`config.mk`:
```
export PLATFORM = sky130hd
export DESIGN_NAME = bist_march_ctrl
export DESIGN_NICKNAME = d
export VERILOG_FILES = /design/src/rtl/bist_pkg.sv /design/src/rtl/bist_addr_gen.sv /design/src/rtl/bist_march_ctrl.sv
export SDC_FILE = /design/constraint.sdc
export NUM_CORES = 1
export LEC_CHECK = 0
export CAP_MARGIN = 15
export CORE_MARGIN = 1
export CORE_UTILIZATION = 30
export CTS_CLUSTER_SIZE = 25
export DETAILED_ROUTE_END_ITERATION = 16
export PLACE_DENSITY = 0.49
export SETUP_SLACK_MARGIN = 0.05
export SLEW_MARGIN = 30
export SYNTH_ARGS = -nofsm -noshare
export SYNTH_HDL_FRONTEND = slang
export SYNTH_SLANG_ARGS = --single-unit
```
`constraint.sdc`:
```
create_clock -name clk -period 2.1 [get_ports clk]
set_input_delay 0.42 -clock clk [delete_from_list [all_inputs] [get_ports clk]]
set_output_delay 0.42 -clock clk [all_outputs]
set_load 0.02 [all_outputs]
```
`src/rtl/bist_pkg.sv`:
```
// Shared types and the March C- element table for the SRAM BIST sequencer.
package bist_pkg;

  typedef enum logic [3:0] {
    IDLE,
    E0_W0_UP,
    E1_R0W1_UP,
    E2_R1W0_UP,
    E3_R0W1_DN,
    E4_R1W0_DN,
    E5_R0_DN,
    DRAIN,
    DONE
  } state_t;

  localparam logic [2:0] ELEM_0 = 3'd0;
  localparam logic [2:0] ELEM_1 = 3'd1;
  localparam logic [2:0] ELEM_2 = 3'd2;
  localparam logic [2:0] ELEM_3 = 3'd3;
  localparam logic [2:0] ELEM_4 = 3'd4;
  localparam logic [2:0] ELEM_5 = 3'd5;

  // Backgrounds are replicated to the data width by the controller.
  localparam logic BG0 = 1'b0;
  localparam logic BG1 = 1'b1;

  typedef struct packed {
    logic up;
    logic has_read;
    logic has_write;
    logic rd_bg;
    logic wr_bg;
  } elem_cfg_t;

  // Indexed by element number; entries 6 and 7 are unused.
  localparam elem_cfg_t ELEM_TBL [8] = '{
    '{1'b1, 1'b0, 1'b1, BG0, BG0},
    '{1'b1, 1'b1, 1'b1, BG0, BG1},
    '{1'b1, 1'b1, 1'b1, BG1, BG0},
    '{1'b0, 1'b1, 1'b1, BG0, BG1},
    '{1'b0, 1'b1, 1'b1, BG1, BG0},
    '{1'b0, 1'b1, 1'b0, BG0, BG0},
    '{1'b0, 1'b0, 1'b0, BG0, BG0},
    '{1'b0, 1'b0, 1'b0, BG0, BG0}
  };

  function automatic logic is_elem(input state_t s);
    return (s == E0_W0_UP) || (s == E1_R0W1_UP) || (s == E2_R1W0_UP) ||
           (s == E3_R0W1_DN) || (s == E4_R1W0_DN) || (s == E5_R0_DN);
  endfunction

  function automatic logic [2:0] state_elem(input state_t s);
    case (s)
      E1_R0W1_UP: return ELEM_1;
      E2_R1W0_UP: return ELEM_2;
      E3_R0W1_DN: return ELEM_3;
      E4_R1W0_DN: return ELEM_4;
      E5_R0_DN:   return ELEM_5;
      default:    return ELEM_0;
    endcase
  endfunction

  function automatic state_t next_state(input state_t s);
    case (s)
      E0_W0_UP:   return E1_R0W1_UP;
      E1_R0W1_UP: return E2_R1W0_UP;
      E2_R1W0_UP: return E3_R0W1_DN;
      E3_R0W1_DN: return E4_R1W0_DN;
      E4_R1W0_DN: return E5_R0_DN;
      E5_R0_DN:   return DRAIN;
      default:    return IDLE;
    endcase
  endfunction

endpackage

```
`src/rtl/bist_addr_gen.sv`:
```
// Up/down address counter for one march element; last marks the element's final address.
module bist_addr_gen #(
  parameter int ADDR_W = 8
) (
  input  logic              clk,
  input  logic              rst,
  input  logic              load,
  input  logic              load_max,
  input  logic              step,
  input  logic              up,
  output logic [ADDR_W-1:0] addr,
  output logic              last
);

  always_ff @(posedge clk or posedge rst) begin
    if (rst)       addr <= '0;
    else if (load) addr <= {ADDR_W{load_max}};
    else if (step) addr <= up ? addr + 1'b1 : addr - 1'b1;
  end

  assign last = up ? (addr == {ADDR_W{1'b1}}) : (addr == {ADDR_W{1'b0}});

endmodule

```
`src/rtl/bist_march_ctrl.sv`:
```
// March C- sequencer owning the SRAM port during test; captures the first mismatch.
// state      | meaning
// IDLE       | out of reset, waiting for start
// E0_W0_UP   | write 0, ascending
// E1_R0W1_UP | read 0 / write 1, ascending
// E2_R1W0_UP | read 1 / write 0, ascending
// E3_R0W1_DN | read 0 / write 1, descending
// E4_R1W0_DN | read 1 / write 0, descending
// E5_R0_DN   | read 0, descending, compare one cycle behind
// DRAIN      | compare of the last E5 read
// DONE       | result held; start reruns
module bist_march_ctrl
  import bist_pkg::*;
#(
  parameter int ADDR_W = 8,
  parameter int DATA_W = 4
) (
  input  logic              clk,
  input  logic              rst,
  input  logic              start,
  output logic [ADDR_W-1:0] sram_addr,
  output logic [DATA_W-1:0] sram_din,
  output logic              sram_we,
  output logic              sram_re,
  input  logic [DATA_W-1:0] sram_dout,
  output logic              busy,
  output logic              done,
  output logic              fail,
  output logic [ADDR_W-1:0] fail_addr,
  output logic [2:0]        fail_elem,
  output logic [DATA_W-1:0] fail_data
);

  state_t            state, nxt_elem;
  logic              ph;
  elem_cfg_t         cur_cfg;
  logic              in_elem, rw_read, addr_end, last;
  logic              ag_load, ag_load_max, ag_step;
  logic              chk_valid;
  logic [ADDR_W-1:0] chk_addr;
  logic [DATA_W-1:0] chk_exp;
  logic [2:0]        chk_elem;

  // {re, we, din} for the first cycle spent on an address in state s.
  function automatic logic [DATA_W+1:0] first_op(input state_t s);
    logic [2:0] e;
    e = state_elem(s);
    first_op = '0;
    if (is_elem(s)) begin
      if (ELEM_TBL[e].has_read)
        first_op = {1'b1, 1'b0, {DATA_W{1'b0}}};
      else if (ELEM_TBL[e].has_write)
        first_op = {1'b0, 1'b1, {DATA_W{ELEM_TBL[e].wr_bg}}};
    end
  endfunction

  always_comb begin
    cur_cfg     = ELEM_TBL[state_elem(state)];
    nxt_elem    = next_state(state);
    in_elem     = is_elem(state);
    rw_read     = in_elem && cur_cfg.has_read && cur_cfg.has_write && !ph;
    addr_end    = in_elem && !rw_read;
    ag_load     = 1'b0;
    ag_load_max = 1'b0;
    ag_step     = 1'b0;
    if ((state == IDLE || state == DONE) && start) begin
      ag_load = 1'b1;
    end else if (addr_end && last && is_elem(nxt_elem)) begin
      ag_load     = 1'b1;
      ag_load_max = !ELEM_TBL[state_elem(nxt_elem)].up;
    end else if (addr_end && !last) begin
      ag_step = 1'b1;
    end
  end

  bist_addr_gen #(.ADDR_W(ADDR_W)) u_addr_gen (
    .clk      (clk),
    .rst      (rst),
    .load     (ag_load),
    .load_max (ag_load_max),
    .step     (ag_step),
    .up       (cur_cfg.up),
    .addr     (sram_addr),
    .last     (last)
  );

  always_ff @(posedge clk or posedge rst) begin
    if (rst) begin
      state     <= IDLE;
      ph        <= 1'b0;
      sram_re   <= 1'b0;
      sram_we   <= 1'b0;
      sram_din  <= '0;
      busy      <= 1'b0;
      done      <= 1'b0;
      fail      <= 1'b0;
      fail_addr <= '0;
      fail_elem <= '0;
      fail_data <= '0;
      chk_valid <= 1'b0;
      chk_addr  <= '0;
      chk_exp   <= '0;
      chk_elem  <= '0;
    end else begin
      // Read data returns the cycle after sram_re, so every compare trails its read by one.
      chk_valid <= sram_re;
      chk_addr  <= sram_addr;
      chk_exp   <= {DATA_W{cur_cfg.rd_bg}};
      chk_elem  <= state_elem(state);
      if (chk_valid && !fail && (sram_dout != chk_exp)) begin
        fail      <= 1'b1;
        fail_addr <= chk_addr;
        fail_elem <= chk_elem;
        fail_data <= sram_dout;
      end

      case (state)
        IDLE, DONE: begin
          if (start) begin
            state     <= E0_W0_UP;
            ph        <= 1'b0;
            busy      <= 1'b1;
            done      <= 1'b0;
            fail      <= 1'b0;
            fail_addr <= '0;
            fail_elem <= '0;
            fail_data <= '0;
            {sram_re, sram_we, sram_din} <= first_op(E0_W0_UP);
          end
        end
        DRAIN: begin
          state <= DONE;
          busy  <= 1'b0;
          done  <= 1'b1;
          {sram_re, sram_we, sram_din} <= '0;
        end
        default: begin
          if (rw_read) begin
            ph <= 1'b1;
            {sram_re, sram_we, sram_din} <= {1'b0, 1'b1, {DATA_W{cur_cfg.wr_bg}}};
          end else begin
            ph <= 1'b0;
            if (last) begin
              state <= nxt_elem;
              {sram_re, sram_we, sram_din} <= first_op(nxt_elem);
            end else begin
              {sram_re, sram_we, sram_din} <= first_op(state);
            end
          end
        end
      endcase
    end
  end

endmodule

```
==> flow_results.xml, run 1 <==
<?xml version="1.0" encoding="UTF-8"?>
<metrics>
  <group name="synth">
    <metric name="synth_area" unit="mm²">0.002429</metric>
    <metric name="mappedNetlistNets" unit="">261</metric>
    <metric name="synth_largest_type_area_fraction" unit="">0.4843</metric>
    <metric name="post-synth-top-count-cell" unit="">dfrtp_1</metric>
    <metric name="yosysTopAreaCell" unit="">dfrtp_1</metric>
    <metric name="postSynthRegisterBits" unit="">47</metric>
    <metric name="synth_area_per_inst" unit="µm²">9.832</metric>
    <metric name="synth-warning-count" unit="">0</metric>
    <metric name="synthesis.instances" unit="">247</metric>
    <metric name="number_of_flops_mapped_to_enable_cells_by_yosys" unit="">0</metric>
    <metric name="synth_cell_type_count" unit="">48</metric>
    <metric name="synth.yosys.seq_area_share" unit="">0.4843</metric>
    <metric name="post_synth_most_frequent_cells" unit="">dfrtp_1 (47), nor2_1 (36), a21oi_1 (22), nand2_1 (20), o21ai_0 (14)</metric>
    <metric name="netlist_top_cells_area" unit="">dfrtp_1 (48%), nor2_1 (5.6%), mux2i_1 (5.4%)</metric>
    <metric name="ys_dominant_reg_cell" unit="">dfrtp_1</metric>
    <metric name="asyncSetResetFlopFracSynth" unit="">1.000</metric>
  </group>
  <group name="worst_setup_path">
    <metric name="setup.worst_path.class" unit="">register to register</metric>
    <metric name="arrival" unit="ps">2240</metric>
    <metric name="rr_endpoint" unit="">u_addr_gen.addr[7]</metric>
    <metric name="timing.critical_path.cells" unit="">nand2b_4 -&gt; a21oi_4 -&gt; buf_12 -&gt; buf_4 -&gt; ha_1 -&gt; o21a_1 -&gt; a21oi_2 -&gt; xnor2_1 -&gt; a22o_1 -&gt; a21o_1</metric>
    <metric name="r2r_cells" unit="">10</metric>
    <metric name="crit_path_max_delay_family" unit="">compound AO/OA/AOI/OAI gates</metric>
    <metric name="cpMaxStageDelayCell" unit="">dfrtp_1</metric>
    <metric name="slowest_delay" unit="ps">390</metric>
    <metric name="worst-path-max-fanout" unit="">7</metric>
    <metric name="critPathCaptureType" unit="">register</metric>
    <metric name="worst_ep_required_time" unit="ps">2310</metric>
    <metric name="crit_buf_inv" unit="">2</metric>
    <metric name="worstReg2RegStart" unit="">state[3]</metric>
    <metric name="critPathLaunchType" unit="">register</metric>
    <metric name="regToRegSetupSlack" unit="ps">60</metric>
  </group>
  <group name="pwr">
    <metric name="pwr-share-clk" unit="">0.100</metric>
    <metric name="power_density" unit="mW/mm²">2012</metric>
    <metric name="pwr-share-comb" unit="">0.652</metric>
    <metric name="net-switching-power" unit="mW">2.933</metric>
    <metric name="total_power" unit="mW">6.805</metric>
    <metric name="max-vdd-ir-drop" unit="mV">0.8933</metric>
    <metric name="power_report.internal_total" unit="mW">3.871</metric>
    <metric name="flop_pwr_share" unit="">0.249</metric>
    <metric name="leakage" unit="nW">1.426</metric>
    <metric name="p_sw_frac" unit="">0.4311</metric>
  </group>
  <group name="die">
    <metric name="die_h" unit="µm">91.98</metric>
    <metric name="floorplan.initialDensity" unit="">0.3127</metric>
    <metric name="design.portCount" unit="">39</metric>
    <metric name="core_area" unit="mm²">0.007767</metric>
    <metric name="dieArea" unit="mm²">0.008459</metric>
    <metric name="die_wd" unit="µm">91.98</metric>
    <metric name="placement_rows" unit="">32</metric>
  </group>
  <group name="finish">
    <metric name="filler_cell_count" unit="">792</metric>
    <metric name="post_route_cells_drive_above_1_share" unit="">0.2190</metric>
    <metric name="filler_free_cell_count_of_the_finished_design" unit="">408</metric>
    <metric name="area.growth.synth_to_final" unit="%">39.26</metric>
    <metric name="final_net_count" unit="">319</metric>
    <metric name="antenna-diode-count" unit="">0</metric>
    <metric name="multi_input_comb_area" unit="mm²">0.001276</metric>
    <metric name="seqCellArea" unit="mm²">0.001176</metric>
    <metric name="layout.cell_area.non_filler" unit="mm²">0.003382</metric>
  </group>
  <group name="hold_path">
    <metric name="hold-path-cell-count" unit="">0</metric>
    <metric name="hold_path_startpoint" unit="">sram_re</metric>
    <metric name="worst_hold_path_type" unit="">register to register</metric>
    <metric name="hold_path_end" unit="">chk_valid</metric>
  </group>
  <group name="grt">
    <metric name="globalRoute.totalOverflow" unit="">0</metric>
    <metric name="number_of_global_route_vias_before_repair" unit="">1910</metric>
    <metric name="pin_count_of_the_biggest_net_entering_global_routing" unit="">48</metric>
    <metric name="number_of_antenna_violations_at_the_first_check_in_global_routing" unit="">0</metric>
    <metric name="wire_length_of_the_first_global_routing_pass" unit="µm">9549</metric>
    <metric name="grt_use_total" unit="">0.1461</metric>
  </group>
  <group name="sta">
    <metric name="fin_crit" unit="ps">2037</metric>
    <metric name="final_critical_path_share_of_the_clock_period" unit="">0.9698</metric>
    <metric name="tns" unit="ps">0</metric>
    <metric name="worst_pin_slew" unit="ps">353.4</metric>
    <metric name="finalSetupViolCount" unit="">0</metric>
    <metric name="relSlewSlack" unit="">0.7644</metric>
    <metric name="finalHoldViolCount" unit="">0</metric>
    <metric name="timing.clock.skew" unit="ps">3.887</metric>
    <metric name="drv_slew" unit="">0</metric>
    <metric name="rsz0062_at_grt" unit="">true</metric>
    <metric name="fmax" unit="GHz">0.4910</metric>
  </group>
  <group name="route">
    <metric name="remaining_drc_errors" unit="">0</metric>
    <metric name="total_via_count_in_the_routed_design" unit="">2004</metric>
    <metric name="route.antenna.remaining_nets" unit="">0</metric>
    <metric name="avgViaCountPerCell" unit="">4.912</metric>
    <metric name="avgRoutedWirePerCell" unit="µm">14.76</metric>
    <metric name="detail_route.iter0.violations" unit="">103</metric>
    <metric name="wirelength" unit="µm">6022</metric>
    <metric name="first_pass_drt_iterations" unit="">4</metric>
  </group>
  <group name="placement">
    <metric name="port-buffer-count" unit="">38</metric>
    <metric name="placed_cells" unit="">396</metric>
    <metric name="gp_congestion" unit="">0.8197</metric>
    <metric name="placed_cell_areas" unit="mm²">0.003085</metric>
    <metric name="place.detailed.hpwl" unit="µm">4036</metric>
  </group>
  <group name="cts">
    <metric name="clkLatencyLatePin" unit="ps">310</metric>
    <metric name="hold_buffers" unit="">0</metric>
    <metric name="clock_sinks" unit="">47</metric>
    <metric name="worst_setup_hold_path_clk_slew" unit="ps">90</metric>
    <metric name="htreeDepth" unit="">2</metric>
    <metric name="cts_inserted_buffers" unit="">5</metric>
    <metric name="cts_tree" unit="">done</metric>
    <metric name="clock_tree.buffer_depth" unit="">2</metric>
    <metric name="clock-root-buffer" unit="">clkbuf_8</metric>
  </group>
  <group name="run_status">
    <metric name="run_status" unit="">completed</metric>
  </group>
  <group name="job">
    <metric name="drv_cap" unit="">0</metric>
  </group>
</metrics>
==> worst register-to-register path: cells and delay by family, from the launching register on <==
kind                       cells  cell delay, ps
AOI/OAI and AO/OA              5             790
xor gates and xnor gates       1             100
adders and majority gates      1             250
buffers and inverters          2             260
DFF                            1             390
and+or+nand+nor                1             150
==> cells in the final DEF (no fill, tap or decap), types with 4 or more instances in the layout <==
master	instances
dfrtp_1	47
clkdlybuf4s50_1	38
nor2_1	35
buf_4	21
nand2_1	20
a21oi_1	15
mux2i_1	13
o21ai_0	11
nand2b_1	8
xnor2_1	7
a21oi_2	6
a21o_1	5
clkbuf_8	5
buf_6	5
a21oi_4	4
buf_12	4
==> layout make-up <==
cell class,count,area share
Multi-Input combinational cell,179,0.3774
Sequential cell,47,0.3478
Timing Repair Buffer,68,0.1994
Tap cell,102,0.03774
Clock buffer,5,0.02035
Clock inverter,3,0.01295
Inverter,4,0.004440
==> flip-flops by register name, summed over array words and instances, names as in the netlist <==
| name | count |
|---|---|
| fail_addr | 8 |
| chk_exp | 1 |
| sram_din | 1 |
| u_addr_gen.addr | 8 |
| busy | 1 |
| state | 4 |
| ph | 1 |
| chk_elem | 3 |
| sram_we | 1 |
| done | 1 |
| chk_addr | 8 |
| chk_valid | 1 |
| fail_elem | 3 |
| fail | 1 |
| fail_data | 4 |
| sram_re | 1 |
==> through the flow <==
| stage | hold slack, ps | setup slack [ps] | utilization |
|---|---|---|---|
| final | 431.0 | 63.39 | 0.4354 |
| after global placement | 405.5 | -23.20 | 0.3972 |
| after detailed placement | 410.7 | -21.62 | 0.3972 |
| after CTS | 431.8 | 19.07 | 0.4180 |
| after floorplan | 465.2 | -74.27 | - |
| after global routing | 452.8 | -5.095 | 0.4354 |
==> power groups by stage <==
stage	sequential, mW	clock, mW	combinational (mW)
after floorplan	1.87	0	2.32
after global placement	1.69	0	3.87
after detailed placement	1.70	0	3.90
after CTS	1.69	0.704	4.05
after global routing	1.75	0.735	4.82
final	1.69	0.678	4.43
==> metal layers <==
metal | track usage | up-vias | wire [µm]
li1 | - | 975 | -
met1 | 0.1907 | 980 | 2822
met2 | 0.2351 | 42 | 2906
met3 | 0.02156 | 7 | 171
met4 | 0.07422 | 0 | 123
met5 | 0 | - | 0
==> logic make-up (layout without fill, tap and decap cells) <==
group,after synthesis,after routing,synth area share
AO/OA/AOI/OAI,63,63,0.1747
multiplexers,14,14,0.05822
flip-flops,47,47,0.4843
adder cells (fa/ha/maj),7,7,0.03915
AND/OR/NAND/NOR,87,87,0.1695
buffers and inverters,21,80,0.04534
XOR/XNOR,8,8,0.02885
==> worst max path at each step <==
stage | slack, ps | cells after the start | to | startpoint
6_report | 60 | 10 | u_addr_gen.addr[7] | state[3]
5_1_grt | -5 | 11 | u_addr_gen.addr[6] | state[2]
4_1_cts | 20 | 8 | state[1] | state[2]
3_5_place_dp | -20 | 6 | fail_data[0] | sram_dout[2]
3_3_place_gp | -20 | 6 | fail_data[1] | sram_dout[2]
2_1_floorplan | -70 | 10 | u_addr_gen.addr[7] | state[3]
==> timing repair <==
| action | in CTS | in global routing |
|---|---|---|
| hold endpoints to repair | 0 | 0 |
| pin swaps | 0 | 9 |
| buffers inserted | 1 | 4 |
| resized for setup | 7 | 22 |
| setup endpoints to repair | 10 | 13 |
No activity file was read; power rests on OpenSTA's default activity.
==> inputs of run 2 (changes only) <==
ABC_AREA = 0   (was not set)
==> results of run 2 <==
The final DEF is identical to that of run 1; final timing and power are the same.
